`config.mk`:
```
export PLATFORM = sky130hd
export DESIGN_NAME = team_08_tft_pixel_source
export DESIGN_NICKNAME = d
export VERILOG_FILES = /design/src/rtl/team_08_tft_pkg.sv /design/src/rtl/team_08_tft_cell_map.sv /design/src/rtl/team_08_tft_pixel_source.sv
export SDC_FILE = /design/constraint.sdc
export NUM_CORES = 2
export LEC_CHECK = 0
export CORE_MARGIN = 1.5
export CORE_UTILIZATION = 47
export CTS_CLUSTER_SIZE = 20
export DETAILED_ROUTE_END_ITERATION = 10
export GPL_TIMING_DRIVEN = 0
export SYNTH_ARGS = -nofsm -noshare
export SYNTH_HDL_FRONTEND = slang
export SYNTH_SLANG_ARGS = --single-unit
```
`constraint.sdc`:
```
create_clock -name clk -period 4.67 [get_ports clk]
set_input_delay 0.7005 -clock clk [delete_from_list [all_inputs] [get_ports clk]]
set_output_delay 0.7005 -clock clk [all_outputs]
set_load 0.1 [all_outputs]
```
`src/rtl/team_08_tft_pkg.sv`:
```
`default_nettype none
// ============================================================================
// team_08_tft_pkg : shared types, palette and geometry for the TFT pixel source
// Rev 1.0
// ============================================================================
package team_08_tft_pkg;

   localparam int DEF_H_RES      = 240;
   localparam int DEF_V_RES      = 320;
   localparam int DEF_CELL_SHIFT = 4;
   localparam int CELL_COLS      = 15;
   localparam int CELL_ROWS      = 20;
   localparam int CELL_COUNT     = CELL_COLS * CELL_ROWS;

   localparam logic [2:0] TFT_LOOP_STATE = 3'd4;

   typedef logic [15:0] rgb565_t;

   localparam rgb565_t GRID_COLOR = 16'h4208;

   localparam rgb565_t PALETTE [16] = '{
      16'h0000, 16'hFFFF, 16'hF800, 16'h07E0,
      16'h001F, 16'hFFE0, 16'h07FF, 16'hF81F,
      16'h8410, 16'h8000, 16'h0400, 16'h0010,
      16'hFD20, 16'h8010, 16'h0410, 16'hC618
   };

   // Row-major linear cell address, 0..299
   function automatic logic [8:0] cell_index(input logic [4:0] row, input logic [3:0] col);
      return ({4'd0, row} * 9'd15) + {5'd0, col};
   endfunction

endpackage
`default_nettype wire

```
`src/rtl/team_08_tft_cell_map.sv`:
```
`default_nettype none
// ============================================================================
// team_08_tft_cell_map : 300x4 cell colour store, one sync write, one registered read
// Rev 1.0
// ============================================================================
module team_08_tft_cell_map
   import team_08_tft_pkg::*;
(
   input  logic       clk,
   input  logic       nrst,
   input  logic       we,
   input  logic [8:0] waddr,
   input  logic [3:0] wdata,
   input  logic [8:0] raddr,
   output logic [3:0] rdata
);

   logic [3:0] mem [CELL_COUNT];

   // A read colliding with a write returns the pre-write contents
   always_ff @(posedge clk or negedge nrst) begin
      if (!nrst) begin
         for (int i = 0; i < CELL_COUNT; i++) begin
            mem[i] <= '0;
         end
         rdata <= '0;
      end else begin
         if (we) begin
            mem[waddr] <= wdata;
         end
         rdata <= mem[raddr];
      end
   end

endmodule
`default_nettype wire

```
`src/rtl/team_08_tft_pixel_source.sv`:
```
`default_nettype none
// ============================================================================
// team_08_tft_pixel_source : raster walker feeding RGB565 pixels to the ILI9341 driver
// Optional grid overlay: define TEAM_08_TFT_GRID_EN. Rev 1.0
// ============================================================================
module team_08_tft_pixel_source
   import team_08_tft_pkg::*;
#(
   parameter int         H_RES      = DEF_H_RES,
   parameter int         V_RES      = DEF_V_RES,
   parameter int         CELL_SHIFT = DEF_CELL_SHIFT,
   parameter logic [2:0] LOOP_STATE = TFT_LOOP_STATE
)(
   input  logic        clk,
   input  logic        nrst,
   input  logic        framebufferClk,
   input  logic [2:0]  tftstate,
   input  logic        cell_we,
   input  logic [3:0]  cell_col,
   input  logic [4:0]  cell_row,
   input  logic [3:0]  cell_color,
   output logic [15:0] framebufferData,
   output logic [7:0]  pixel_x,
   output logic [8:0]  pixel_y,
   output logic        frame_done
);

   localparam logic [7:0] X_LAST = 8'(H_RES - 1);
   localparam logic [8:0] Y_LAST = 9'(V_RES - 1);

   logic       req_q;
   logic       advance;
   logic [7:0] x;
   logic [8:0] y;
   logic [7:0] x_s1;
   logic [8:0] y_s1;
   logic [3:0] cell_rd;
   logic [8:0] rd_addr;
   logic [8:0] wr_addr;
   logic       wr_en;
   rgb565_t    pix_color;

   assign advance = framebufferClk & ~req_q & (tftstate == LOOP_STATE);
   assign rd_addr = cell_index(5'(y >> CELL_SHIFT), 4'(x >> CELL_SHIFT));
   assign wr_addr = cell_index(cell_row, cell_col);
   assign wr_en   = cell_we & (cell_col <= 4'(CELL_COLS - 1)) & (cell_row <= 5'(CELL_ROWS - 1));

   always_ff @(posedge clk or negedge nrst) begin
      if (!nrst) begin
         req_q      <= 1'b0;
         x          <= '0;
         y          <= '0;
         frame_done <= 1'b0;
      end else begin
         req_q      <= framebufferClk;
         frame_done <= 1'b0;
         if (tftstate != LOOP_STATE) begin
            x <= '0;
            y <= '0;
         end else if (advance) begin
            if (x == X_LAST) begin
               x <= '0;
               if (y == Y_LAST) begin
                  y          <= '0;
                  frame_done <= 1'b1;
               end else begin
                  y <= y + 9'd1;
               end
            end else begin
               x <= x + 8'd1;
            end
         end
      end
   end

   // Stage 1: cell read (inside the map) plus coordinate delay
   team_08_tft_cell_map u_cell_map (
      .clk   (clk),
      .nrst  (nrst),
      .we    (wr_en),
      .waddr (wr_addr),
      .wdata (cell_color),
      .raddr (rd_addr),
      .rdata (cell_rd)
   );

   always_ff @(posedge clk or negedge nrst) begin
      if (!nrst) begin
         x_s1 <= '0;
         y_s1 <= '0;
      end else begin
         x_s1 <= x;
         y_s1 <= y;
      end
   end

`ifdef TEAM_08_TFT_GRID_EN
   logic grid_s1;

   always_ff @(posedge clk or negedge nrst) begin
      if (!nrst) begin
         grid_s1 <= 1'b0;
      end else begin
         grid_s1 <= (x[CELL_SHIFT-1:0] == '0) || (y[CELL_SHIFT-1:0] == '0);
      end
   end

   assign pix_color = grid_s1 ? GRID_COLOR : PALETTE[cell_rd];
`else
   assign pix_color = PALETTE[cell_rd];
`endif

   // Stage 2: palette lookup, coordinates kept aligned with the data
   always_ff @(posedge clk or negedge nrst) begin
      if (!nrst) begin
         framebufferData <= '0;
         pixel_x         <= '0;
         pixel_y         <= '0;
      end else begin
         framebufferData <= pix_color;
         pixel_x         <= x_s1;
         pixel_y         <= y_s1;
      end
   end

endmodule
`default_nettype wire

```
==> run metrics <==
post-synth net total=4224; number of vias per cell=6.44; pwr/cell area=466 nW/um^2; Reg2Reg Depth=14; Post-synth EDFFs=0; Worst-Skew Late Latency=0.81 ns; first drt pass iteration count=7; Power Total=33400 uW; endpoint class of the critical path=flip-flop; clk_skew=0.0426 ns; DR vias=40100; synth top area cells=dfrtp_1 52%, mux2_2 22%, mux4_2 12%; first-pass GRT wire length=312000 um; vias in the first global route=40100; Worst-path clk slew=0.06 ns; synthesized area per cell=14.6 sq um; RR Startpoint=y[5]; WL final=223000 um; Final ANT Viol Nets=0; clock buffer count from CTS=141; crit path kind=flip-flop to flip-flop; I/O Pins=54; RSZ-0062 raised after global routing=yes; mapped cell area=60500 sq um; Starting Density=0.474; per-cell routed wire length=35.8 um; area fraction of the dominant cell type after synthesis=0.524; WHS Path Cells=0; Setup crit start kind=flip-flop; antenna violations before repair=11; Chip Width=362 um; Place WS=-2.83 ns; Synth Flop Type=dfrtp_1; post-DP HPWL=156000 um; Pins Over Slew Limit=0; Cell Chain, Critical Path=fa_2 > buf_4 > fa_1 > inv_2 > fa_2 > clkbuf_16 > clkinvlp_4 > buf_4 > clkbuf_4 > nand4_1 > and4_1 > a22oi_2 > nand4_1 > o2bb2ai_2; Cell Area, Placed=63700 sq um; Max Clock Freq=0.192 GHz; crit path max-delay cell type=nand4_1; post-route cell area=71800 sq um; failing checks=capacitance limit, setup timing; worst setup margin=-0.528 ns; Setup-failing EPs final=4; global route overflow=0; top cells by count, synth=1267 x dfrtp_1, 1170 x mux2_2, 326 x mux4_2; register area share after synthesis=0.524; Die Y=362 um; # DRC=0; status=finished, violations left; largest area contributor in the netlist=dfrtp_1; Slew Limit Headroom=0.00697; Clock Tree Buf Depth=3; largest stage delay on the critical path=0.62 ns; die area=131000 sq um; Syn Inst Count=4135; Net count, final=4525; HP Class=flip-flop to flip-flop; R2R Setup Slk=-0.53 ns; Hold Crit Start=x_s1[6]; CTS tree=done; H-Tree Depth=4; gp weighted congestion=1.04; Tcrit/Tclk final=1.11; CTS sink cnt=1267; Period minus WS final=5.20 ns; GRT Resource Usage Total=0.343; Crit path buffers/inverters=6; #FFs+latches synth=1267; crit path DAT=5.85 ns; worst r2r dst=u_cell_map.rdata[0]; area grow syn2layout=18.6%; port buffer count=49; Yosys warning count=0; most common cell in the netlist=dfrtp_1; final hold violations=0; FP Rows=131; Max Cap Violations=1; FFs w/ async S/R, synth=1.00; worst path required time=5.32 ns; setup TNS=-1.61 ns; share of layout cells above drive strength 1=0.516; Max FO, Critical Path=10; CTS root buf=clkbuf_16; largest net degree at the start of global routing=168; core footprint=128000 sq um; Static Leak=0.0335 uW; Largest delay share family, worst path=adder cells; DR iter-0 viols=4264; Slew @ Worst Pin=1.49 ns; DP Cell Count=5865; Layout Cells excl Fill=6222; Hold EP=pixel_x[6]; VDD IR max=0.413 mV; post-synthesis cell type count=66
[layer usage]
| layer | up-vias | global-route usage | wire length, um |
|---|---|---|---|
| li1 | 15900 | - | - |
| met1 | 21500 | 0.447 | 87400 |
| met2 | 1976 | 0.513 | 99000 |
| met3 | 655 | 0.103 | 21500 |
| met4 | 10 | 0.196 | 14900 |
| met5 | - | 0 | 64 |
[final cells by class]
type	count	area, sq um
multi-input combinational	2490	28800
antenna	11	27.5
clock inverter	47	676
tap	1662	2080
buffer	320	2110
fill	10300	55900
sequential	1267	31700
clock buffer	209	4150
timing repair buffer	180	2070
inverter	36	139
[kinds of logic (layout without fill, tap and decap cells)]
logic type,Yosys count,count (layout),share of synthesized area
AO/OA/AOI/OAI,165,165,0.0197
XOR/XNOR,33,33,0.00490
adder cells (fa/ha/maj),69,69,0.0165
buffers and inverters,378,792,0.0270
flip-flops,1267,1267,0.524
multiplexers,1565,1565,0.351
other,0,11,0
AND/OR/NAND/NOR,658,658,0.0570
[cells in the final DEF (no fill, tap or decap), types with 30 or more instances in the layout]
cell type        Yosys  final
dfrtp_1           1267   1263
mux2_2            1170   1170
mux4_2             326    326
nand2_1            249    217
clkbuf_1           222    186
clkbuf_16            0    148
buf_4               11    120
nand3_2             57     90
nor2_4               0     62
nor2_1             121     48
ha_1                51     48
clkbuf_8             0     45
clkdlybuf4s50_1      0     44
and3_1              51     40
buf_2               93     39
nand4_1             33     33
mux2_1              33     33
inv_1               35     32
buf_12               0     32
buf_6                8     30
[repair_timing]
item | CTS | global route
gates cloned | 2 | 1
hold buffers | 1 | 0
endpoints found under the hold margin | 74 | 0
setup endpoints to repair | 1204 | 1136
buffers inserted | 85 | 24
resized for setup | 459 | 103
pin swaps | 62 | 27
[metrics by stage]
step                      hold slack [ns]  utilization
after floorplan                     0.331            -
after global placement              0.332        0.496
after detailed placement            0.335        0.499
after CTS                           0.347        0.558
after global routing                0.351        0.562
final                               0.345        0.562
[power breakdown]
| part | internal, uW | switching, uW | leakage, uW |
|---|---|---|---|
| logic | 3320 | 4380 | 0.0135 |
| clock network | 6890 | 4770 | 0.00237 |
| registers | 13000 | 1020 | 0.0176 |
[flip-flops by register name, indices dropped and copies added, names as in the netlist, 4 cells and up]
register          count
x                     8
y_s1                  9
framebufferData      10
y                     9
u_cell_map.mem     1200
u_cell_map.rdata      4
pixel_x               8
x_s1                  8
pixel_y               9
[worst max-delay path by stage]
stage	start	end	cells after the start
6_report	y[5]	u_cell_map.rdata[0]	14
5_1_grt	y[5]	u_cell_map.rdata[0]	16
4_1_cts	y[5]	u_cell_map.rdata[0]	16
3_5_place_dp	y[6]	u_cell_map.rdata[1]	16
3_3_place_gp	nrst	u_cell_map.mem[345]	1
2_1_floorplan	cell_row[0]	u_cell_map.mem[708]	15
No activity file was read; power rests on OpenSTA's default activity.
